**src/rtl/keypad_matrix_emulator_if.sv**
```systemverilog
// Scanner-side bundle for the keypad emulator: press-request handshake plus
// the row/column matrix lines and the observation outputs.
interface keypad_matrix_emulator_if;
  logic [3:0] cols;
  logic [3:0] rows;
  logic       key_valid;
  logic [3:0] key_code;
  logic       key_ready;
  logic       busy;
  logic       contact;
  logic       key_done;

  modport master (
    output cols,
    output key_valid,
    output key_code,
    input  rows,
    input  key_ready,
    input  busy,
    input  contact,
    input  key_done
  );

  modport slave (
    input  cols,
    input  key_valid,
    input  key_code,
    output rows,
    output key_ready,
    output busy,
    output contact,
    output key_done
  );
endinterface

```
**src/rtl/keypad_matrix_emulator.sv**
```systemverilog
// Passive 4x4 keypad model: closes one addressed switch for a bounded time,
// with optional contact bounce on press and release, and answers column strobes.
module keypad_matrix_emulator #(
  parameter int BOUNCE_CYCLES = 8,
  parameter int BOUNCE_COUNT  = 3,
  parameter int HOLD_CYCLES   = 1000
) (
  input  logic                     clk,
  input  logic                     rst_n,
  keypad_matrix_emulator_if.slave  bus
);

  localparam int CNT_MAX = (BOUNCE_CYCLES > HOLD_CYCLES) ? BOUNCE_CYCLES : HOLD_CYCLES;
  localparam int CNT_W   = (CNT_MAX > 1) ? $clog2(CNT_MAX) : 1;
  localparam int SEG_N   = (BOUNCE_COUNT > 0) ? 2 * BOUNCE_COUNT : 1;
  localparam int SEG_W   = (SEG_N > 1) ? $clog2(SEG_N) : 1;

  localparam logic [CNT_W-1:0] BOUNCE_LAST = CNT_W'(BOUNCE_CYCLES - 1);
  localparam logic [CNT_W-1:0] HOLD_LAST   = CNT_W'(HOLD_CYCLES - 1);
  localparam logic [SEG_W-1:0] SEG_LAST    = SEG_W'(SEG_N - 1);
  localparam logic [CNT_W-1:0] CNT_ONE     = CNT_W'(1);
  localparam logic [SEG_W-1:0] SEG_ONE     = SEG_W'(1);

  typedef enum logic [1:0] {IDLE, PRESS_B, HOLD, REL_B} state_t;

  state_t           state;
  logic [SEG_W-1:0] seg;
  logic [CNT_W-1:0] cnt;
  logic [3:0]       code;
  logic             contact;
  logic             key_done;

  always_ff @(posedge clk) begin
    if (!rst_n) begin
      state    <= IDLE;
      seg      <= '0;
      cnt      <= '0;
      code     <= '0;
      contact  <= 1'b0;
      key_done <= 1'b0;
    end else begin
      key_done <= 1'b0;
      case (state)
        IDLE: begin
          if (bus.key_valid) begin
            code    <= bus.key_code;
            contact <= 1'b1;
            seg     <= '0;
            cnt     <= '0;
            state   <= (BOUNCE_COUNT > 0) ? PRESS_B : HOLD;
          end
        end
        PRESS_B: begin
          // Even segments are closed, so the next segment's level is the current parity.
          if (cnt == BOUNCE_LAST) begin
            cnt <= '0;
            if (seg == SEG_LAST) begin
              seg     <= '0;
              contact <= 1'b1;
              state   <= HOLD;
            end else begin
              seg     <= seg + SEG_ONE;
              contact <= seg[0];
            end
          end else begin
            cnt <= cnt + CNT_ONE;
          end
        end
        HOLD: begin
          if (cnt == HOLD_LAST) begin
            cnt     <= '0;
            contact <= 1'b0;
            if (BOUNCE_COUNT > 0) begin
              state <= REL_B;
            end else begin
              state    <= IDLE;
              key_done <= 1'b1;
            end
          end else begin
            cnt <= cnt + CNT_ONE;
          end
        end
        REL_B: begin
          // Release bounce is inverted: odd segments closed, ending on a closed segment.
          if (cnt == BOUNCE_LAST) begin
            cnt <= '0;
            if (seg == SEG_LAST) begin
              seg      <= '0;
              contact  <= 1'b0;
              state    <= IDLE;
              key_done <= 1'b1;
            end else begin
              seg     <= seg + SEG_ONE;
              contact <= ~seg[0];
            end
          end else begin
            cnt <= cnt + CNT_ONE;
          end
        end
        default: state <= IDLE;
      endcase
    end
  end

  assign bus.rows      = contact ? (4'(bus.cols[code[1:0]]) << code[3:2]) : 4'b0000;
  assign bus.key_ready = (state == IDLE) & rst_n;
  assign bus.busy      = (state != IDLE);
  assign bus.contact   = contact;
  assign bus.key_done  = key_done;

endmodule

```
**src/flat_wrapper.sv**
```systemverilog
// flat-port wrapper written by rule: the top's interface ports become plain ports
module keypad_matrix_emulator_flat 
#(
  parameter int BOUNCE_CYCLES = 8,
  parameter int BOUNCE_COUNT  = 3,
  parameter int HOLD_CYCLES   = 1000
)
  (clk, rst_n, bus_cols, bus_key_valid, bus_key_code, bus_rows, bus_key_ready, bus_busy, bus_contact, bus_key_done);
  keypad_matrix_emulator_if bus_i ();
  input  logic clk;
  input  logic rst_n;
  input wire logic [$bits(bus_i.cols)-1:0] bus_cols;
  input wire logic [$bits(bus_i.key_valid)-1:0] bus_key_valid;
  input wire logic [$bits(bus_i.key_code)-1:0] bus_key_code;
  output wire logic [$bits(bus_i.rows)-1:0] bus_rows;
  output wire logic [$bits(bus_i.key_ready)-1:0] bus_key_ready;
  output wire logic [$bits(bus_i.busy)-1:0] bus_busy;
  output wire logic [$bits(bus_i.contact)-1:0] bus_contact;
  output wire logic [$bits(bus_i.key_done)-1:0] bus_key_done;
  assign bus_i.cols = bus_cols;
  assign bus_i.key_valid = bus_key_valid;
  assign bus_i.key_code = bus_key_code;
  assign bus_rows = bus_i.rows;
  assign bus_key_ready = bus_i.key_ready;
  assign bus_busy = bus_i.busy;
  assign bus_contact = bus_i.contact;
  assign bus_key_done = bus_i.key_done;
  keypad_matrix_emulator #(.BOUNCE_CYCLES(BOUNCE_CYCLES), .BOUNCE_COUNT(BOUNCE_COUNT), .HOLD_CYCLES(HOLD_CYCLES)) u_core (.clk(clk), .rst_n(rst_n), .bus(bus_i));
endmodule
```
**config.mk**
```make
export PLATFORM = sky130hd
export DESIGN_NAME = keypad_matrix_emulator_flat
export DESIGN_NICKNAME = d
export VERILOG_FILES = /design/src/rtl/keypad_matrix_emulator_if.sv /design/src/rtl/keypad_matrix_emulator.sv /design/src/flat_wrapper.sv
export SDC_FILE = /design/constraint.sdc
export NUM_CORES = 1
export LEC_CHECK = 0
export BUFFER_PORTS_ARGS = -buffer_cell sky130_fd_sc_hd__buf_2
export CAP_MARGIN = 20
export CORE_MARGIN = 2
export CORE_UTILIZATION = 59
export DETAILED_ROUTE_END_ITERATION = 7
export GPL_TIMING_DRIVEN = 1
export PLACE_DENSITY_LB_ADDON = 0.1
export SYNTH_ARGS = -nofsm -noshare
export SYNTH_HDL_FRONTEND = slang
export SYNTH_SLANG_ARGS = --single-unit
```
**constraint.sdc**
```tcl
create_clock -name clk -period 3.6 [get_ports clk]
set_clock_uncertainty 0.15 [all_clocks]
set_input_delay 0.72 -clock clk [delete_from_list [all_inputs] [get_ports clk]]
set_output_delay 0.72 -clock clk [all_outputs]
set_load 0.01 [all_outputs]
```
==> flow_summary.yaml <==
timing:
  finalMaxSlewViolations: 0
  grt_setup_unrepaired: "false"
  tns_ns: 0
  timing.final.setup_violations: 0
  finalWorstPathRequiredPeriod_ns: 2.496
  slew_headroom_pct: 58.37
  layout_worst_path_cycle_share_pct: 69.35
  worst_pin_slew_ns: 0.6221
  max_freq_mhz: 400.6
  finalHoldViolCount: 0
worst_setup_path:
  crit_chain: "inv_1 -> ha_1 -> inv_1 -> nor2_1 -> buf_2"
  setup.worst_path.end_class: "output pin"
  cp.arrival_ns: 1.63
  worstPathRequired_ns: 2.73
  path_class: "flip-flop to output pin"
  critical-path-slowest-cell: "sky130_fd_sc_hd__dfxtp_1"
  timing.critical_path.slowest_cell_delay_ns: 0.51
  path_delay_family: "flip-flops"
  timing.critical_path.fanout_max: 12
  crit_path_start_kind: "flip-flop"
  critical_path.most_common_cell: "sky130_fd_sc_hd__inv_1"
  critical_path_buf_inv_count: 3
floorplan:
  die_height_um: 50.12
  count_of_pins_on_the_block_boundary: 19
  floorplan.die_area_sq_um: 2512
  rows: 16
  coreArea_sq_um: 1982
  die_wd_um: 50.12
  start_util_pct: 63.32
cells_and_area:
  commonest_non_fill_non_tap_cells_in_the_layout: "sky130_fd_sc_hd__dfxtp_1 (21), sky130_fd_sc_hd__nand2_1 (20), sky130_fd_sc_hd__buf_2 (18)"
  fillerInstances: 159
  post-route-util_pct: 70.27
  most_common_library_cell_in_the_layout_ignoring_fill_and_taps: "sky130_fd_sc_hd__dfxtp_1"
  post_route_cells_drive_above_1_share_pct: 17.37
  synthToLayoutAreaGrowth_pct: 10.97
  final_cell_area_sq_um: 1393
  nets: 185
  antennaDiodeCount: 0
global_route:
  grt_pass1_wl_um: 4719
  antenna_found_initial: 0
  globalRouteTotalUtil_pct: 23.90
  pin_count_of_the_biggest_net_entering_global_routing: 15
  grt_pass1_vias: 1091
  grt.overflow.total: 0
yosys:
  synthArstFlopShare_pct: 0
  postSynthAreaPerCell_sq_um: 8.479
  synth.largest_area_cell: "sky130_fd_sc_hd__dfxtp_1"
  largest_family_of_logic_cells_by_synthesized_area: "simple AND/OR/NAND/NOR gates"
  syn-instance-count: 148
  share_of_cell_area_taken_by_muxes_after_synthesis_pct: 2.592
  simple_gate_portion_of_the_synthesized_area_pct: 28.61
  yosys.area_share.adder_pct: 5.982
  synth-warning-count: 0
  postSynth.topFlopCell: "sky130_fd_sc_hd__dfxtp_1"
  number_of_synthesized_flops_with_an_enable_pin: 0
  yosys_register_bits: 21
  mappedNetlistNets: 165
  yosysUniqueCellTypes: 50
  synth_compound_gate_area_share_pct: 22.83
  synth.yosys.seq_area_share_pct: 33.50
  mappedNetlistArea_sq_um: 1255
  yosysTopAreaCellShare_pct: 33.50
  netlist_top_cells_area: "sky130_fd_sc_hd__dfxtp_1 (33%), sky130_fd_sc_hd__ha_1 (6.0%), sky130_fd_sc_hd__nand2_1 (6.0%), sky130_fd_sc_hd__o21ai_0 (4.4%), sky130_fd_sc_hd__a21oi_1 (3.6%)"
  xor_xnor_share_of_the_synthesized_area_pct: 2.792
run:
  total_of_max_cap_violations: 0
route:
  drc_errors: 0
  route.detailed.vias_per_inst: 5.928
  detailedRoute.firstPassIterationCount: 4
  antenna_left: 0
  vias: 1150
  drt_first_iter_violations: 40
  routed_wl_um: 2771
  detail_route.wl_per_cell_um: 14.28
clocking:
  cts_resized: 0
  tritoncts: "done"
  cts_hold_repair.buffers: 0
  h_tree_levels: 1
  clk-insertion-delay-late_ns: 0.30
  clk_pin_slew_ns: 0.11
  post-cts-setup-buffer-count: 0
  clock_tree.buffer_depth: 2
  root_buffer: "sky130_fd_sc_hd__clkbuf_4"
  numCtsBuffers: 3
  cts.sink_count: 21
placement:
  dpl.hpwl_um: 2045
  post_place_instance_area_sq_um: 1366
  gp_routability_congestion: 0.8088
  place.port_buffers: 18
power_and_ir_drop:
  leakagePower_nw: 0.5271
  peakVddDrop_mv: 0.3150
  seq_power_share_pct: 39.6
  sw_frac_of_total_pct: 42.51
  p_sw_w: 0.0003290
  power_frac_comb_pct: 45.8
  pwr-share-clk_pct: 14.5
  internal_power_w: 0.0004448
  p_per_area_nw_per_um2: 555.7
run_status:
  run_status: "completed"
hold_path:
  min_path_type: "flip-flop to flip-flop"
## final timing paths
kind	from	to	slack, ns	cells past startpoint
setup / recovery	u_core.state[0]	bus_key_ready	1.10	5
hold / removal	u_core.code[1]	u_core.code[1]	0.33	2
setup reg to reg	u_core.state[0]	u_core.seg[1]	1.35	6
hold reg to reg	u_core.code[1]	u_core.code[1]	0.33	2
## metal layers
layer	global-route usage (%)	share of wire, %	vias to the layer above	wire length [um]
met3	4.242	4.5	4	126
met1	27.98	44	518	1212
met5	0	0	-	0
met2	43.86	50	36	1395
li1	-	-	592	-
met4	6.481	1.3	0	36
## cells in the mapped netlist (2+ instances only)
master                      count
sky130_fd_sc_hd__ha_1           6
sky130_fd_sc_hd__clkbuf_1       2
sky130_fd_sc_hd__nor3_1         4
sky130_fd_sc_hd__o2111ai_1      2
sky130_fd_sc_hd__xnor2_1        2
sky130_fd_sc_hd__and4_1         2
sky130_fd_sc_hd__nor4_1         2
sky130_fd_sc_hd__nand2_1       20
sky130_fd_sc_hd__o211ai_1       2
sky130_fd_sc_hd__nand3_1        9
sky130_fd_sc_hd__xor2_1         2
sky130_fd_sc_hd__nor2b_1        3
sky130_fd_sc_hd__dfxtp_1       21
sky130_fd_sc_hd__nor2_1         7
sky130_fd_sc_hd__nor3b_1        2
sky130_fd_sc_hd__and3_1         2
sky130_fd_sc_hd__o21ai_0       11
sky130_fd_sc_hd__inv_1          9
sky130_fd_sc_hd__a21oi_1        9
## metrics by stage
| stage | total power (W) | cells | worst slack (ns) | hold slack, ns |
|---|---|---|---|---|
| after floorplan | 0.0005695 | 148 | 1.318 | 0.2914 |
| after global placement | 0.0006470 | 190 | 1.117 | 0.3043 |
| after detailed placement | 0.0006593 | 190 | 1.116 | 0.3096 |
| after CTS | 0.0007687 | 194 | 1.116 | 0.3253 |
| after global routing | 0.0008289 | 194 | 0.9981 | 0.3494 |
| final | 0.0007738 | 194 | 1.104 | 0.3252 |
## final cells by class
type	count	area [sq um]	share of cell area, %
multi-input combinational	115	788.3	56.60
sequential	21	420.4	30.19
timing repair buffer	18	90.09	6.469
inverter	9	33.78	2.426
tap	27	33.78	2.426
clock buffer	4	26.28	1.887
## worst register-to-register path: stages (launching register included)
cell and delay [ns]:
sky130_fd_sc_hd__dfxtp_1 0.51, sky130_fd_sc_hd__inv_1 0.14, sky130_fd_sc_hd__ha_1 0.36, sky130_fd_sc_hd__nor2b_1 0.26
sky130_fd_sc_hd__nor4b_1 0.44, sky130_fd_sc_hd__nand3b_1 0.14, sky130_fd_sc_hd__a21oi_1 0.19
## logic make-up (layout without fill, tap and decap cells)
kind of cell / after synthesis / in the layout
simple gates: 63 / 63
compound gates: 40 / 40
buf+inv: 12 / 31
flops: 21 / 21
fa+ha+maj: 6 / 6
mux: 2 / 2
xor+xnor: 4 / 4
## flip-flops by register name (all words and copies together) (netlist names)
name / count
u_core.code: 4
u_core.bus.contact: 1
u_core.cnt: 10
u_core.seg: 3
u_core.bus.key_done: 1
u_core.state: 2
## power groups by stage
stage	sequential [W]	clock (W)	combinational (W)
3_3_place_gp	0.000306	0	0.000341
3_5_place_dp	0.000309	0	0.000350
4_1_cts	0.000305	0.000113	0.000351
2_1_floorplan	0.000301	0	0.000269
5_1_grt	0.000311	0.000125	0.000393
6_report	0.000307	0.000112	0.000355
Note: power is estimated with default switching activity, not from simulation.
